**src/rtl/sirv_plic_pkg.sv**
```systemverilog
// Shared constants for the sirv_plic_mt interrupt controller: register map
// offsets and the per-source gateway state encoding.
package sirv_plic_pkg;

  localparam logic [23:0] PRIO_BASE   = 24'h000000;
  localparam logic [23:0] PEND_BASE   = 24'h001000;
  localparam logic [23:0] EDGE_BASE   = 24'h001800;
  localparam logic [23:0] ENAB_BASE   = 24'h002000;
  localparam logic [23:0] ENAB_STRIDE = 24'h000080;
  localparam logic [23:0] CTX_BASE    = 24'h200000;
  localparam logic [23:0] CTX_STRIDE  = 24'h001000;

  localparam logic [1:0] IDLE     = 2'd0;
  localparam logic [1:0] PEND     = 2'd1;
  localparam logic [1:0] INFLIGHT = 2'd2;

endpackage

```
**src/rtl/sirv_plic_gateway.sv**
```systemverilog
// Per-source interrupt gateway: level/edge qualification, IDLE/PEND/INFLIGHT
// tracking and a one-deep saved edge for edge-mode sources.
module sirv_plic_gateway
  import sirv_plic_pkg::*;
(
  input  logic clk,
  input  logic rst,
  input  logic src,
  input  logic edge_mode,
  input  logic claim,
  input  logic complete,
  output logic pending
);

  logic [1:0] state, state_nxt;
  logic       src_q;
  logic       saved, saved_nxt;
  logic       rise, trig;

  assign rise    = src & ~src_q;
  assign trig    = edge_mode ? rise : src;
  assign pending = (state == PEND);

  // An edge arriving together with the complete re-pends without needing the saved flag.
  always_comb begin
    state_nxt = state;
    saved_nxt = saved;
    case (state)
      IDLE: begin
        if (trig) state_nxt = PEND;
      end
      PEND: begin
        if (claim) state_nxt = INFLIGHT;
        if (edge_mode && rise) saved_nxt = 1'b1;
      end
      INFLIGHT: begin
        if (complete) begin
          if (saved) begin
            state_nxt = PEND;
            saved_nxt = edge_mode & rise;
          end else if (trig) begin
            state_nxt = PEND;
            saved_nxt = 1'b0;
          end else begin
            state_nxt = IDLE;
          end
        end else if (edge_mode && rise) begin
          saved_nxt = 1'b1;
        end
      end
      default: begin
        state_nxt = IDLE;
        saved_nxt = 1'b0;
      end
    endcase
  end

  always_ff @(posedge clk or posedge rst) begin
    if (rst) begin
      state <= IDLE;
      saved <= 1'b0;
      src_q <= 1'b0;
    end else begin
      state <= state_nxt;
      saved <= saved_nxt;
      src_q <= src;
    end
  end

endmodule

```
**src/rtl/sirv_plic_mt.sv**
```systemverilog
// Multi-target PLIC core behind an ICB slave port. Define SIRV_PLIC_IRQ_SYNC_EN
// to put a 2-flop synchroniser on every source line ahead of the gateways.
module sirv_plic_mt
  import sirv_plic_pkg::*;
#(
  parameter int SRC_NUM      = 53,
  parameter int SRC_NUM_LOG2 = 6,
  parameter int TGT_NUM      = 2,
  parameter int PRIO_WIDTH   = 3,
  parameter int RSP_FLOP     = 1
) (
  input  logic               clk,
  input  logic               rst,
  input  logic               icb_cmd_valid,
  output logic               icb_cmd_ready,
  input  logic [23:0]        icb_cmd_addr,
  input  logic               icb_cmd_read,
  input  logic [31:0]        icb_cmd_wdata,
  output logic               icb_rsp_valid,
  input  logic               icb_rsp_ready,
  output logic [31:0]        icb_rsp_rdata,
  input  logic [SRC_NUM-1:0] irq_src_i,
  output logic [TGT_NUM-1:0] irq_tgt_o
);

  localparam int SRC_WORDS = (SRC_NUM + 31) / 32;

  logic [PRIO_WIDTH-1:0]   prio [SRC_NUM];
  logic [SRC_NUM-1:0]      edge_mode;
  logic [SRC_NUM-1:0]      enable [TGT_NUM];
  logic [PRIO_WIDTH-1:0]   thr [TGT_NUM];
  logic [PRIO_WIDTH-1:0]   best_prio [TGT_NUM];
  logic [SRC_NUM_LOG2-1:0] max_id [TGT_NUM];
  logic [SRC_NUM_LOG2-1:0] claim_id;
  logic [SRC_NUM-1:0]      src_line, pending, claim_vec, complete_vec;

  logic [23:0] a;
  logic [31:0] prio_idx, word_idx, enab_tgt, enab_word, ctx_tgt;
  logic        hit_prio, hit_pend, hit_edge, hit_enab, hit_ctx;
  logic        cmd_fire, wr_fire, claim_fire, complete_fire;
  logic [31:0] rd_data;

  assign a         = {icb_cmd_addr[23:2], 2'b00};
  assign prio_idx  = {22'd0, a[11:2]};
  assign word_idx  = {23'd0, a[10:2]};
  assign enab_tgt  = {29'd0, a[9:7]};
  assign enab_word = {27'd0, a[6:2]};
  assign ctx_tgt   = {29'd0, a[14:12]};

  assign hit_prio = (a[23:12] == PRIO_BASE[23:12]) && (prio_idx < 32'(SRC_NUM));
  assign hit_pend = (a[23:11] == PEND_BASE[23:11]) && (word_idx < 32'(SRC_WORDS));
  assign hit_edge = (a[23:11] == EDGE_BASE[23:11]) && (word_idx < 32'(SRC_WORDS));
  assign hit_enab = (a[23:10] == ENAB_BASE[23:10]) && (enab_tgt < 32'(TGT_NUM))
                    && (enab_word < 32'(SRC_WORDS));
  assign hit_ctx  = (a[23:15] == CTX_BASE[23:15]) && (ctx_tgt < 32'(TGT_NUM))
                    && (a[11:3] == 9'd0);

  assign cmd_fire      = icb_cmd_valid & icb_cmd_ready;
  assign wr_fire       = cmd_fire & ~icb_cmd_read;
  assign claim_fire    = cmd_fire & icb_cmd_read & hit_ctx & a[2];
  assign complete_fire = wr_fire & hit_ctx & a[2];

`ifdef SIRV_PLIC_IRQ_SYNC_EN
  logic [SRC_NUM-1:0] sync_q1, sync_q2;

  always_ff @(posedge clk or posedge rst) begin
    if (rst) begin
      sync_q1 <= '0;
      sync_q2 <= '0;
    end else begin
      sync_q1 <= irq_src_i;
      sync_q2 <= sync_q1;
    end
  end

  assign src_line = sync_q2;
`else
  assign src_line = irq_src_i;
`endif

  // Source 0 has no storage: its bits are reset to 0 and never written.
  always_ff @(posedge clk or posedge rst) begin
    if (rst) begin
      for (int s = 0; s < SRC_NUM; s++) prio[s] <= '0;
      edge_mode <= '0;
      for (int t = 0; t < TGT_NUM; t++) begin
        enable[t] <= '0;
        thr[t]    <= '0;
      end
    end else if (wr_fire) begin
      for (int s = 1; s < SRC_NUM; s++) begin
        if (hit_prio && prio_idx == 32'(s)) prio[s] <= icb_cmd_wdata[PRIO_WIDTH-1:0];
        if (hit_edge && word_idx == 32'(s / 32)) edge_mode[s] <= icb_cmd_wdata[s % 32];
        for (int t = 0; t < TGT_NUM; t++)
          if (hit_enab && enab_tgt == 32'(t) && enab_word == 32'(s / 32))
            enable[t][s] <= icb_cmd_wdata[s % 32];
      end
      for (int t = 0; t < TGT_NUM; t++)
        if (hit_ctx && !a[2] && ctx_tgt == 32'(t)) thr[t] <= icb_cmd_wdata[PRIO_WIDTH-1:0];
    end
  end

  // Strictly-greater compare while scanning upward gives ties to the lowest ID.
  always_comb begin
    for (int t = 0; t < TGT_NUM; t++) begin
      best_prio[t] = '0;
      max_id[t]    = '0;
      for (int s = 1; s < SRC_NUM; s++) begin
        if (pending[s] && enable[t][s] && prio[s] > thr[t] && prio[s] > best_prio[t]) begin
          best_prio[t] = prio[s];
          max_id[t]    = SRC_NUM_LOG2'(s);
        end
      end
    end
  end

  always_comb begin
    claim_id = '0;
    for (int t = 0; t < TGT_NUM; t++)
      if (ctx_tgt == 32'(t)) claim_id = max_id[t];
  end

  always_comb begin
    claim_vec    = '0;
    complete_vec = '0;
    for (int s = 1; s < SRC_NUM; s++) begin
      claim_vec[s]    = claim_fire && (claim_id == SRC_NUM_LOG2'(s));
      complete_vec[s] = complete_fire && (icb_cmd_wdata == 32'(s));
    end
  end

  assign pending[0] = 1'b0;

  for (genvar s = 1; s < SRC_NUM; s++) begin : g_gw
    sirv_plic_gateway u_gw (
      .clk       (clk),
      .rst       (rst),
      .src       (src_line[s]),
      .edge_mode (edge_mode[s]),
      .claim     (claim_vec[s]),
      .complete  (complete_vec[s]),
      .pending   (pending[s])
    );
  end

  always_comb begin
    rd_data = '0;
    if (hit_prio)
      for (int s = 0; s < SRC_NUM; s++)
        if (prio_idx == 32'(s)) rd_data[PRIO_WIDTH-1:0] = prio[s];
    if (hit_pend)
      for (int s = 0; s < SRC_NUM; s++)
        if (word_idx == 32'(s / 32)) rd_data[s % 32] = pending[s];
    if (hit_edge)
      for (int s = 0; s < SRC_NUM; s++)
        if (word_idx == 32'(s / 32)) rd_data[s % 32] = edge_mode[s];
    if (hit_enab)
      for (int t = 0; t < TGT_NUM; t++)
        for (int s = 0; s < SRC_NUM; s++)
          if (enab_tgt == 32'(t) && enab_word == 32'(s / 32)) rd_data[s % 32] = enable[t][s];
    if (hit_ctx)
      for (int t = 0; t < TGT_NUM; t++)
        if (ctx_tgt == 32'(t)) rd_data = a[2] ? 32'(max_id[t]) : 32'(thr[t]);
  end

  if (RSP_FLOP != 0) begin : g_rsp_flop
    logic        rsp_valid_q;
    logic [31:0] rsp_rdata_q;

    always_ff @(posedge clk or posedge rst) begin
      if (rst) begin
        rsp_valid_q <= 1'b0;
        rsp_rdata_q <= '0;
      end else if (cmd_fire) begin
        rsp_valid_q <= 1'b1;
        rsp_rdata_q <= icb_cmd_read ? rd_data : 32'd0;
      end else if (icb_rsp_ready) begin
        rsp_valid_q <= 1'b0;
      end
    end

    assign icb_cmd_ready = ~rsp_valid_q | icb_rsp_ready;
    assign icb_rsp_valid = rsp_valid_q;
    assign icb_rsp_rdata = rsp_rdata_q;
  end else begin : g_rsp_comb
    assign icb_cmd_ready = icb_rsp_ready;
    assign icb_rsp_valid = icb_cmd_valid;
    assign icb_rsp_rdata = icb_cmd_read ? rd_data : 32'd0;
  end

  always_ff @(posedge clk or posedge rst) begin
    if (rst) irq_tgt_o <= '0;
    else
      for (int t = 0; t < TGT_NUM; t++) irq_tgt_o[t] <= (max_id[t] != '0);
  end

  logic unused_bits;
  assign unused_bits = ^{icb_cmd_addr[1:0], src_line[0], claim_vec[0], complete_vec[0]};

endmodule

```
**config.mk**
```make
export PLATFORM = sky130hd
export DESIGN_NAME = sirv_plic_mt
export DESIGN_NICKNAME = d
export VERILOG_FILES = /design/src/rtl/sirv_plic_pkg.sv /design/src/rtl/sirv_plic_gateway.sv /design/src/rtl/sirv_plic_mt.sv
export SDC_FILE = /design/constraint.sdc
export NUM_CORES = 2
export LEC_CHECK = 0
export CAP_MARGIN = 20
export CORE_AREA = 2 2 373 375
export DETAILED_ROUTE_END_ITERATION = 8
export DIE_AREA = 0 0 375 377
export PLACE_DENSITY_LB_ADDON = 0.05
export SETUP_SLACK_MARGIN = 0.05
export SYNTH_ARGS = -nofsm -noshare
export SYNTH_HDL_FRONTEND = slang
export SYNTH_SLANG_ARGS = --single-unit
export TNS_END_PERCENT = 10
```
**constraint.sdc**
```tcl
create_clock -name clk -period 227.6 [get_ports clk]
set_input_delay 45.52 -clock clk [delete_from_list [all_inputs] [get_ports clk]]
set_output_delay 45.52 -clock clk [all_outputs]
set_load 0.01 [all_outputs]
```
# == Yosys cells after proc, flatten, opt, wreduce, memory -nomap -nowiden ==
# Index checks and enable logic that the tools add are counted.
# op_classes
muxes,1057
n_eq_ne,424
bitwise,166
n_lt_le_gt_ge,212
n_reduce_logical,717
# op_table
cell,count
"32-bit by 6-bit equality test with 1-bit output, second input constant",21
6-bit 2-to-1 mux,106
3-bit greater-than comparator,206
1-bit logical AND,542
"32-bit by 5-bit equality test with 1-bit output, second input constant",16
1-bit 2-to-1 mux,476
3-bit 2-to-1 mux,156
2-bit 2-to-1 mux,208
"2-bit by 1-bit inequality test with 1-bit output, second input constant",156
2-bit one-hot mux with 3 select lines,52
"32-bit by 4-bit equality test with 1-bit output, second input constant",8
32-bit 2-to-1 mux,7
"10-bit by 6-bit equality test with 1-bit output, second input constant",21
"10-bit by 5-bit equality test with 1-bit output, second input constant",16
32-bit logical NOT,5
1-bit one-hot mux with 3 select lines,52
3-bit AND reduction,52
"32-bit by 3-bit equality test with 1-bit output, second input constant",4
"6-bit equality test, second input constant",21
2-bit AND reduction,60
1-bit bitwise AND,111
"2-bit by 1-bit equality test with 1-bit output, second input constant",52
"2-bit equality test, second input constant",52
2-bit logical NOT,52
other kinds (29),124
# word_totals
elab_cells,2795
out_inout_bits,36
inputBits,114
ff_bits,561

# == Depth between registers and ports, before layout ==
# logic_depth
ltp_word,164
depth_mapped,429
mapped_depth_nobuf,424

# == Hierarchy ==
# From an unflattened synthesis, not the netlist that was laid out.
# hier_totals
hier_cells,6269
hier_area_um2,54707.5
# modules_own_cells
module,n_inst,area_per_inst_um2,cells_each
sirv_plic_mt,1,39157.6,4761
sirv_plic_gateway,52,299.0,29

# == Worst setup path before layout ==
# No wires, ideal clock.
# synth_path
kind,input port to output port
from,input icb_rsp_ready
to,output icb_cmd_ready
t_required_ps,182080
path_stages,1
t_arrival_ps,45715
setup_slack_ps,136365
path_cell_list,nand2b_1
# synth_between
elab_chain_len,1
# synth_lines
item,line,text
"start, declared",sirv_plic_mt.sv:20,"input logic icb_rsp_ready,"
1-bit bitwise OR,sirv_plic_mt.sv:182,assign icb_cmd_ready = ~rsp_valid_q | icb_rsp_ready;
"end, declared",sirv_plic_mt.sv:15,"output logic icb_cmd_ready,"
# No other way between the ends.

# == Worst setup path in the final report ==
# Same ends and word-level chain as after synthesis.

==> results.sh <==
export IMPL_status="complete, no violations"
export IMPL_use_met3=0.0598
export IMPL_gr_usage_met1=0.435
export IMPL_drtAntennaViolNets=0
export IMPL_finalWirelength_um=229000
export IMPL_synth_common_cells="nand2_1 (776), ha_1 (688), dfrtp_1 (561)"
export IMPL_clk_latency_ps=700
export IMPL_groute_layer_met2_usage=0.485
export IMPL_worst_pin_slew_ps=1180
export IMPL_ys_ff_latch=561
export IMPL_cts_made_buffers=75
export IMPL_cts_resized=0
export IMPL_antenna_found_initial=19
export IMPL_p_total_mw=0.263
export IMPL_maxSlewViolCount=0
export IMPL_synth_top_area_share=0.257
export IMPL_drive_above_1_share=0.118
export IMPL_crit_required_ps=182080
export IMPL_drt_pass1_iterations=7
export IMPL_layout_area_seq_mm2=0.0140
export IMPL_die_h_um=377
export IMPL_synth_main_ff_cell="dfrtp_1"
export IMPL_cap_violations=0
export IMPL_setup_violations=0
export IMPL_syn_inst=6453
export IMPL_hpwl_um=179000
export IMPL_multi_input_area_mm2=0.0379
export IMPL_power_frac_clock=0.485
export IMPL_final_core_util=0.446
export IMPL_cp_max_fo=4
export IMPL_clkTransAtPathRegs_ps=60
export IMPL_grt_pass1_vias=49900
export IMPL_avgSynthCellArea_um2=8.45
export IMPL_yosysSeqAreaShare=0.257
export IMPL_synth_cell_types=127
export IMPL_peakVddDrop_v=0.00000459
export IMPL_criticalPathCategory="in2out"
export IMPL_cts_sinks=561
export IMPL_drt_initial_drc_count=5145
export IMPL_finalNetCount=7437
export IMPL_finalHoldViolCount=0
export IMPL_routed_via_density=6.26
export IMPL_area_growth_pct=12.0
export IMPL_ios=150
export IMPL_yosysTopAreaCell="dfrtp_1"
export IMPL_gp_congestion=0.972
export IMPL_period_needed_ps=92250
export IMPL_fillers=13600
export IMPL_post_route_period_util=0.405
export IMPL_p_leak_nw=26.8
export IMPL_fp_row_count=136
export IMPL_final_area_mm2=0.0611
export IMPL_grt_overflow=0
export IMPL_ys_async_sr_fraction=1.00
export IMPL_holdWs_ps=477
export IMPL_start_util=0.398
export IMPL_cp_arrival_ps=46730
export IMPL_synth_area_top_cells="dfrtp_1 (26%), ha_1 (16%), mux2_2 (7.6%), nand2_1 (5.3%), a21oi_1 (3.8%)"
export IMPL_sw_frac_of_total=0.287
export IMPL_cts_tree="yes"
export IMPL_dieArea_mm2=0.141
export IMPL_grt_first_pass_wirelength_um=335000
export IMPL_placed_cell_area_mm2=0.0585
export IMPL_avgRoutedWirePerCell_um=27.0
export IMPL_fin_tns_setup_ps=0
export IMPL_synth_area_mm2=0.0546
export IMPL_max_slew_margin=0.208
export IMPL_end_kind="output pin"
export IMPL_cts_buffer_depth=3
export IMPL_cts_setup_buffers=0
export IMPL_grt_max_degree=91
export IMPL_die_w_um=375
export IMPL_critPathLaunchType="input port"
export IMPL_cts_root_buf="clkbuf_16"
export IMPL_power_per_cell_area_mw_per_mm2=4.29
export IMPL_synth_edf_count=0
export IMPL_holdBufCountCts=0
export IMPL_yosysMostFrequentCell="nand2_1"
export IMPL_rsz0062_at_grt="no"
export IMPL_p_seq_frac=0.394
export IMPL_htree_levels=3
export IMPL_fin_skew_ps=40.4
export IMPL_synth_warnings=6
export IMPL_syn_num_nets=7255
export IMPL_hold_class="reg2reg"
export IMPL_p_comb_frac=0.120
export IMPL_core_area_mm2=0.137
export IMPL_io_buffers=146
export IMPL_grt_total_usage=0.317
export IMPL_p_sw_mw=0.0754
export IMPL_clock_fmax_mhz=10.8
export IMPL_drcViolationCount=0
export IMPL_grt_busiest_layer="met2"
export IMPL_p_int_mw=0.187
export IMPL_vias=53100
## metrics by stage
step | setup slack (ps) | cells
finish | 135350 | 8494
global route | 132020 | 8485
CTS | 135340 | 8482
detailed placement | 135360 | 8349
global placement | 135370 | 8347
floorplan | 136370 | 6453
## placed cells by master (no fill, tap or decap), types with 134 or more instances in the layout
cell,Yosys,final
nand2_1,776,774
ha_1,688,688
dfrtp_1,561,559
inv_1,481,476
a21oi_1,411,411
nor2_1,405,397
o21ai_0,377,377
mux2_2,369,369
nand3_1,202,202
a21o_1,153,153
clkdlybuf4s50_1,0,142
buf_4,19,134
## critical path: stages
cell and delay (ps):
clkdlybuf4s50_1 460, nand2b_1 180, clkdlybuf4s50_1 570
## cells by family after synthesis
| family | share of synthesized area |
|---|---|
| AO/OA/AOI/OAI | 0.259 |
| AND/OR/NAND/NOR | 0.179 |
| XOR/XNOR | 0.00385 |
| flip-flops | 0.257 |
| adder cells (fa/ha/maj) | 0.167 |
| buffers and inverters | 0.0498 |
| multiplexers | 0.0845 |
## power by group through the flow
| stage | Combinational (mW) | Clock (mW) | Sequential, mW |
|---|---|---|---|
| 2_1_floorplan | 0.0167 | 0 | 0.105 |
| 3_3_place_gp | 0.0307 | 0 | 0.105 |
| 3_5_place_dp | 0.0309 | 0 | 0.105 |
| 4_1_cts | 0.0310 | 0.129 | 0.103 |
| 5_1_grt | 0.0340 | 0.133 | 0.104 |
| 6_report | 0.0315 | 0.127 | 0.104 |
## final cells by class
cell class / instances / area share
multi-input cells: 5231 / 0.620
flip-flops and latches: 561 / 0.230
repair buffers: 283 / 0.0413
well taps: 1794 / 0.0367
clock buffers: 109 / 0.0359
inverters: 483 / 0.0298
clock inverters: 24 / 0.00624
diodes: 9 / 0.000368
## worst paths after layout
check                                  startpoint                     end  slack, ps  cells after the start
max in group asynchronous                     rst                prio[19]     178170                      6
worst min register to register  icb_rsp_rdata[14]       icb_rsp_rdata[14]        480                      2
worst min-delay path            icb_rsp_rdata[14]       icb_rsp_rdata[14]        480                      2
worst max-delay path                icb_rsp_ready           icb_cmd_ready     135350                      3
min in group asynchronous                     rst  g_gw[26].u_gw.state[0]      45320                      2
worst max register to register             thr[2]  g_gw[22].u_gw.state[0]     139450                    377
## state kept, by name (all words and copies together), names as in the netlist
name / count
prio: 156
enable: 104
g_gw.u_gw.state: 104
edge_mode: 52
g_gw.u_gw.saved: 52
g_gw.u_gw.src_q: 52
icb_rsp_rdata: 32
thr: 6
irq_tgt_o: 2
icb_rsp_valid: 1
## metal layers
layer | vias to the layer above | part of all wire
met3 | 441 | 0.079
li1 | 24600 | -
met5 | - | 0.00040
met1 | 26100 | 0.44
met2 | 1979 | 0.43
met4 | 12 | 0.052
(Power assumes the default switching activity.)
